[src/rtl/block_reg_wr_arbiter_if.sv]
// Write-port bundle between requesters, the arbiter and block_reg.
interface block_reg_wr_arbiter_if #(
    parameter int NB_REQ        = 4,
    parameter int SIZE_ADDR_REG = 5,
    parameter int SIZE_REG      = 8
);
    localparam int GW = $clog2(NB_REQ);

    logic [NB_REQ-1:0]               req_valid;
    logic [NB_REQ-1:0]               req_lock;
    logic [NB_REQ*SIZE_ADDR_REG-1:0] req_addr;
    logic [NB_REQ*SIZE_REG-1:0]      req_data;
    logic [NB_REQ-1:0]               req_ready;
    logic                            write;
    logic [SIZE_ADDR_REG-1:0]        addrin;
    logic [SIZE_REG-1:0]             datain;
    logic [GW-1:0]                   grant_id;

    modport master (
        output req_valid, req_lock, req_addr, req_data,
        input  req_ready, write, addrin, datain, grant_id
    );

    modport slave (
        input  req_valid, req_lock, req_addr, req_data,
        output req_ready, write, addrin, datain, grant_id
    );
endinterface

[src/rtl/block_reg_wr_arbiter.sv]
// Round-robin write-port arbiter with bounded locked bursts for block_reg.
// Optional BLOCK_REG_WR_ARB_R0_GUARD_EN: writes to register 0 are suppressed.
module block_reg_wr_arbiter #(
    parameter int NB_REQ        = 4,
    parameter int SIZE_ADDR_REG = 5,
    parameter int SIZE_REG      = 8,
    parameter int MAX_BURST     = 4
) (
    input  logic clk,
    input  logic reset,
    block_reg_wr_arbiter_if.slave bus
);
    localparam int PW = $clog2(NB_REQ);
    localparam int CW = $clog2(MAX_BURST + 1);
    localparam bit LOCK_EN = (MAX_BURST > 1);

    typedef enum logic {ARB, LOCKED} state_e;

    state_e                   state_q, state_d;
    logic [PW-1:0]            ptr_q, ptr_d;
    logic [PW-1:0]            own_q, own_d;
    logic [CW-1:0]            cnt_q, cnt_d;
    logic                     wr_q, wr_d;
    logic [SIZE_ADDR_REG-1:0] addr_q, addr_d;
    logic [SIZE_REG-1:0]      data_q, data_d;
    logic [PW-1:0]            gid_q, gid_d;

    logic [PW-1:0]            winner;
    logic                     found;
    logic [PW-1:0]            sel;
    logic [NB_REQ-1:0]        ready;
    logic                     acc;
    logic [SIZE_ADDR_REG-1:0] sel_addr;
    logic [SIZE_REG-1:0]      sel_data;

    // Descending scan so the smallest offset from ptr wins.
    always_comb begin
        int j;
        j      = 0;
        winner = '0;
        found  = 1'b0;
        for (int i = NB_REQ - 1; i >= 0; i--) begin
            j = int'(ptr_q) + i;
            if (j >= NB_REQ) j = j - NB_REQ;
            if (bus.req_valid[j]) begin
                winner = PW'(j);
                found  = 1'b1;
            end
        end
    end

    always_comb begin
        ready = '0;
        if (reset) begin
            unique case (state_q)
                ARB:    if (found) ready[winner] = 1'b1;
                LOCKED: ready[own_q] = 1'b1;
            endcase
        end
    end

    assign sel      = (state_q == LOCKED) ? own_q : winner;
    assign acc      = |(bus.req_valid & ready);
    assign sel_addr = bus.req_addr[sel*SIZE_ADDR_REG +: SIZE_ADDR_REG];
    assign sel_data = bus.req_data[sel*SIZE_REG +: SIZE_REG];

    always_comb begin
        state_d = state_q;
        ptr_d   = ptr_q;
        own_d   = own_q;
        cnt_d   = cnt_q;
        wr_d    = 1'b0;
        addr_d  = addr_q;
        data_d  = data_q;
        gid_d   = gid_q;
        if (acc) begin
            unique case (state_q)
                ARB: begin
                    ptr_d = (winner == PW'(NB_REQ - 1)) ? '0
                                                        : winner + 1'b1;
                    own_d = winner;
                    cnt_d = CW'(1);
                    if (bus.req_lock[winner] && LOCK_EN)
                        state_d = LOCKED;
                end
                LOCKED: begin
                    cnt_d = cnt_q + 1'b1;
                    if (!bus.req_lock[own_q] || cnt_d == CW'(MAX_BURST))
                        state_d = ARB;
                end
            endcase
`ifdef BLOCK_REG_WR_ARB_R0_GUARD_EN
            if (sel_addr != '0) begin
                wr_d   = 1'b1;
                addr_d = sel_addr;
                data_d = sel_data;
                gid_d  = sel;
            end
`else
            wr_d   = 1'b1;
            addr_d = sel_addr;
            data_d = sel_data;
            gid_d  = sel;
`endif
        end
    end

    always_ff @(posedge clk) begin
        if (!reset) begin
            state_q <= ARB;
            ptr_q   <= '0;
            own_q   <= '0;
            cnt_q   <= '0;
            wr_q    <= 1'b0;
            addr_q  <= '0;
            data_q  <= '0;
            gid_q   <= '0;
        end else begin
            state_q <= state_d;
            ptr_q   <= ptr_d;
            own_q   <= own_d;
            cnt_q   <= cnt_d;
            wr_q    <= wr_d;
            addr_q  <= addr_d;
            data_q  <= data_d;
            gid_q   <= gid_d;
        end
    end

    assign bus.req_ready = ready;
    assign bus.write     = wr_q;
    assign bus.addrin    = addr_q;
    assign bus.datain    = data_q;
    assign bus.grant_id  = gid_q;
endmodule

[src/flat_wrapper.sv]
// flat-port wrapper written by rule: the top's interface ports become plain ports
module block_reg_wr_arbiter_flat 
#(
    parameter int NB_REQ        = 4,
    parameter int SIZE_ADDR_REG = 5,
    parameter int SIZE_REG      = 8,
    parameter int MAX_BURST     = 4
)
  (clk, reset, bus_req_valid, bus_req_lock, bus_req_addr, bus_req_data, bus_req_ready, bus_write, bus_addrin, bus_datain, bus_grant_id);
  block_reg_wr_arbiter_if #(.NB_REQ(NB_REQ), .SIZE_ADDR_REG(SIZE_ADDR_REG), .SIZE_REG(SIZE_REG)) bus_i ();
  input  logic clk;
  input  logic reset;
  input wire logic [$bits(bus_i.req_valid)-1:0] bus_req_valid;
  input wire logic [$bits(bus_i.req_lock)-1:0] bus_req_lock;
  input wire logic [$bits(bus_i.req_addr)-1:0] bus_req_addr;
  input wire logic [$bits(bus_i.req_data)-1:0] bus_req_data;
  output wire logic [$bits(bus_i.req_ready)-1:0] bus_req_ready;
  output wire logic [$bits(bus_i.write)-1:0] bus_write;
  output wire logic [$bits(bus_i.addrin)-1:0] bus_addrin;
  output wire logic [$bits(bus_i.datain)-1:0] bus_datain;
  output wire logic [$bits(bus_i.grant_id)-1:0] bus_grant_id;
  assign bus_i.req_valid = bus_req_valid;
  assign bus_i.req_lock = bus_req_lock;
  assign bus_i.req_addr = bus_req_addr;
  assign bus_i.req_data = bus_req_data;
  assign bus_req_ready = bus_i.req_ready;
  assign bus_write = bus_i.write;
  assign bus_addrin = bus_i.addrin;
  assign bus_datain = bus_i.datain;
  assign bus_grant_id = bus_i.grant_id;
  block_reg_wr_arbiter #(.NB_REQ(NB_REQ), .SIZE_ADDR_REG(SIZE_ADDR_REG), .SIZE_REG(SIZE_REG), .MAX_BURST(MAX_BURST)) u_core (.clk(clk), .reset(reset), .bus(bus_i));
endmodule
[config.mk]
export PLATFORM = sky130hd
export DESIGN_NAME = block_reg_wr_arbiter_flat
export DESIGN_NICKNAME = d
export VERILOG_FILES = /design/src/rtl/block_reg_wr_arbiter_if.sv /design/src/rtl/block_reg_wr_arbiter.sv /design/src/flat_wrapper.sv
export SDC_FILE = /design/constraint.sdc
export NUM_CORES = 1
export LEC_CHECK = 0
export ABC_AREA = 0
export CORE_ASPECT_RATIO = 1.25
export CORE_MARGIN = 10
export CORE_UTILIZATION = 38
export DETAILED_ROUTE_END_ITERATION = 8
export PLACE_DENSITY_LB_ADDON = 0.25
export SETUP_SLACK_MARGIN = 0.5
export SYNTH_ARGS = -nofsm -noshare
export SYNTH_HDL_FRONTEND = slang
export SYNTH_SLANG_ARGS = --single-unit
[constraint.sdc]
create_clock -name clk -period 2.7 [get_ports clk]
set_input_delay 0.54 -clock clk [delete_from_list [all_inputs] [get_ports clk]]
set_output_delay 0.54 -clock clk [all_outputs]
set_load 0.02 [all_outputs]
==> impl_metrics.py <==
metrics = {
    "run_status": {
        "outcome": "finished clean",
    },
    "grt": {
        "met2_usage_pct": 32.71,
        "met3_usage_pct": 5.185,
        "grt_start_max_net_pins": 20,
        "antenna_found_initial": 0,
        "use_met1_pct": 21.85,
        "grt_pass1_vias": 2363,
        "grt_pass1_wl_um": 12180,
        "track_usage_pct": 18.75,
        "busiest_layer": "met2",
        "grt-ovfl-total": 0,
    },
    "cells_and_area": {
        "n_antenna_cell": 0,
        "utilization_pct": 72.57,
        "final_area_um2": 3407,
        "drive_above_1_share_pct": 33.33,
        "fin_nets": 414,
        "area.growth.synth_to_final_pct": 87.79,
        "n_fill_cell": 359,
    },
    "floorplan": {
        "initial_utilization_pct": 38.65,
        "rows": 28,
        "die_h_um": 97.25,
        "die_w_um": 81.80,
        "coreArea_um2": 4695,
        "ios": 82,
        "die_area_um2": 7955,
    },
    "logic_synthesis": {
        "yosys.area.top_type": "dfxtp_1",
        "synthMuxAreaShare_pct": 3.517,
        "syn_area_um2": 1814,
        "ys_types": 54,
        "synthTopCellsByCount": "22 x dfxtp_1, 16 x o21ai_0, 15 x a31oi_1, 14 x nor4_1",
        "synth_fp_nets": 281,
        "ys_ff_latch": 22,
        "synthArstFlopShare_pct": 0,
        "synth_xor_area_share_pct": 0,
        "synth_area_per_cell_um2": 8.399,
        "synth_compound_area_share_pct": 39.72,
        "synth.most_common_cell": "dfxtp_1",
        "netlist_instances": 216,
        "ys_warn_count": 0,
        "synth_simple_gate_area_share_pct": 22.76,
        "synth-edff-count": 0,
        "synth_top_cell_area_share_pct": 24.28,
        "synthTopCellsByArea": "dfxtp_1 24%, a221o_1 7.2%, a32o_1 7.2%",
        "synth_seq_area_share_pct": 24.28,
        "ys.flop_type": "dfxtp_1",
        "synth-adder-area-share_pct": 2.069,
        "synth_top_family_by_area": "compound AO/OA/AOI/OAI gates",
    },
    "sta": {
        "setup_viol": 0,
        "period_needed_ns": 2.401,
        "worst_slew_pin_slew_ns": 0.6154,
        "worst_hold_slack_ns": 0.4587,
        "slew_violations": 0,
        "fin_skew_ns": 0.004366,
        "fmax_ghz": 0.4165,
        "period_share_pct": 88.92,
        "hold_viol_final": 0,
        "rsz0062_at_grt": "yes",
        "max_slew_margin_pct": 58.89,
    },
    "clock_tree": {
        "clk_latency_ns": 0.26,
        "path_clk_slew_ns": 0.08,
        "htreeDepth": 1,
        "root_buffer": "clkbuf_8",
        "cts_tree": "done",
        "cts.sinks": 22,
        "cts_made_buffers": 3,
        "cts_buffer_depth": 2,
        "ctsHoldBuffers": 0,
    },
    "power_and_ir_drop": {
        "clockPowerShare_pct": 10.6,
        "pwr-share-seq_pct": 19.4,
        "intPower_w": 0.001665,
        "p_leak_nw": 1.309,
        "switching_share_pct": 42.83,
        "vdd_drop_max_mv": 0.7207,
        "powerDensity_nw_per_um2": 854.9,
        "comb_power_share_pct": 70.0,
        "switchingPower_w": 0.001247,
    },
    "critical_path": {
        "crit_fanout": 4,
        "required_ns": 2.16,
        "slowest_delay_ns": 0.34,
        "endpoint_kind": "output pin",
        "crit_slowest_cell": "a211o_1",
        "cp_cell_sequence": "buf_8 > nor2b_4 > buf_4 > a211o_1 > a21boi_2 > a22oi_1 > nor2_1 > buf_4",
        "cp.arrival_ns": 1.86,
        "cpMostUsedCell": "buf_4",
        "start_kind": "primary input",
        "criticalPathCategory": "in -> out",
    },
    "route": {
        "first_iter_violations": 194,
        "vias": 2428,
        "drt_pass1_iterations": 4,
        "ant_nets": 0,
        "drc": 0,
        "wl_per_cell_um": 20.59,
        "wirelength_um": 8399,
        "avgViaCountPerCell": 5.951,
    },
    "min_path": {
        "min-delay-path-class": "reg -> reg",
    },
    "placement": {
        "place_area_um2": 2952,
        "io_buffers": 81,
        "gp_congestion": 0.9419,
        "detailed_place_hpwl_um": 5520,
    },
    "run": {
        "cap_violations": 0,
    },
}
==> per-stage QoR <==
step	total power [W]	worst slack [ns]	setup TNS [ns]	cells
4_1_cts	0.002690	0.4386	0	398
5_1_grt	0.003065	0.2865	0	408
3_3_place_gp	0.002209	-0.4990	-7.673	377
3_5_place_dp	0.002236	-0.5378	-8.922	377
6_report	0.002913	0.2991	0	408
2_1_floorplan	0.001538	0.2612	0	216
==> path summary, 6_finish.rpt <==
check | end | startpoint | slack (ns) | cells after the start
setup / recovery | bus_req_ready[1] | bus_req_valid[2] | 0.30 | 8
hold / removal | u_core.cnt_q[2]$_SDFFE_PN0P_ | u_core.cnt_q[2]$_SDFFE_PN0P_ | 0.46 | 2
setup reg to reg | u_core.cnt_q[0]$_SDFFE_PN0P_ | u_core.ptr_q[0]$_SDFFE_PN0P_ | 0.44 | 11
hold reg to reg | u_core.cnt_q[2]$_SDFFE_PN0P_ | u_core.cnt_q[2]$_SDFFE_PN0P_ | 0.46 | 2
==> area by class of cell <==
cell class	count	area (µm²)	area share, %
Multi-Input combinational cell	168	1431	42.01
Timing Repair Buffer	148	1358	39.85
Sequential cell	22	449.2	13.18
Tap cell	60	75.07	2.203
Clock buffer	3	41.29	1.212
Clock inverter	1	30.03	0.8814
Inverter	6	22.52	0.6610
==> placed cells by master, fill, tap and decap left out, drive strengths merged, types with 2 or more instances in the layout <==
cell	Yosys	final
a22oi	2	2
clkdlybuf4s50	0	73
nor3	3	3
nand4	2	2
buf	10	75
a32o	13	13
and3	3	3
nor4	15	15
nand3	7	7
and2	13	13
a21oi	3	3
nand2	7	7
ha	3	3
a21boi	3	3
nor2	9	9
nor2b	7	7
o21ai	17	17
mux2i	3	3
dfxtp	22	22
inv	5	5
a31oi	16	16
a211oi	3	3
a221o	13	13
nand2b	2	2
o21a	2	2
o211ai	4	4
clkbuf	10	3
==> power by group through the flow <==
stage          Combinational, W  Sequential [W]  Clock, W
2_1_floorplan          0.000924        0.000614         0
3_3_place_gp            0.00166        0.000550         0
3_5_place_dp            0.00169        0.000550         0
4_1_cts                 0.00183        0.000549  0.000314
5_1_grt                 0.00216        0.000573  0.000328
6_report                0.00204        0.000564  0.000309
==> registers in the layout, summed over array words and instances (netlist names) <==
name               cells
u_core.bus.write       1
u_core.own_q           2
u_core.ptr_q           2
u_core.bus.datain      8
u_core.bus.addrin      5
u_core.cnt_q           3
u_core.state_q         1
==> metal layers <==
| metal | share of wire (%) | up-vias |
|---|---|---|
| li1 | - | 1145 |
| met1 | 38 | 1147 |
| met2 | 52 | 122 |
| met3 | 8.4 | 14 |
| met4 | 1.6 | 0 |
| met5 | 0 | - |
==> timing repair <==
| item | in CTS | in global routing |
|---|---|---|
| pin swaps | 13 | 19 |
| cloned | 1 | 0 |
| endpoints found under the setup margin | 26 | 25 |
| buffers inserted | 16 | 10 |
| resized for setup | 61 | 25 |
==> cells by family after synthesis <==
kind of cell    after synthesis
fa+ha+maj                     3
mux                           5
simple gates                 71
buf+inv                      26
compound gates               89
flops                        22
==> worst max-delay path: cells and delay by family <==
| kind | cells | cell delay, ns |
|---|---|---|
| simple gates | 2 | 0.26 |
| compound gates | 3 | 0.69 |
| buf+inv | 3 | 0.38 |
No activity file was read; power rests on OpenSTA's default activity.
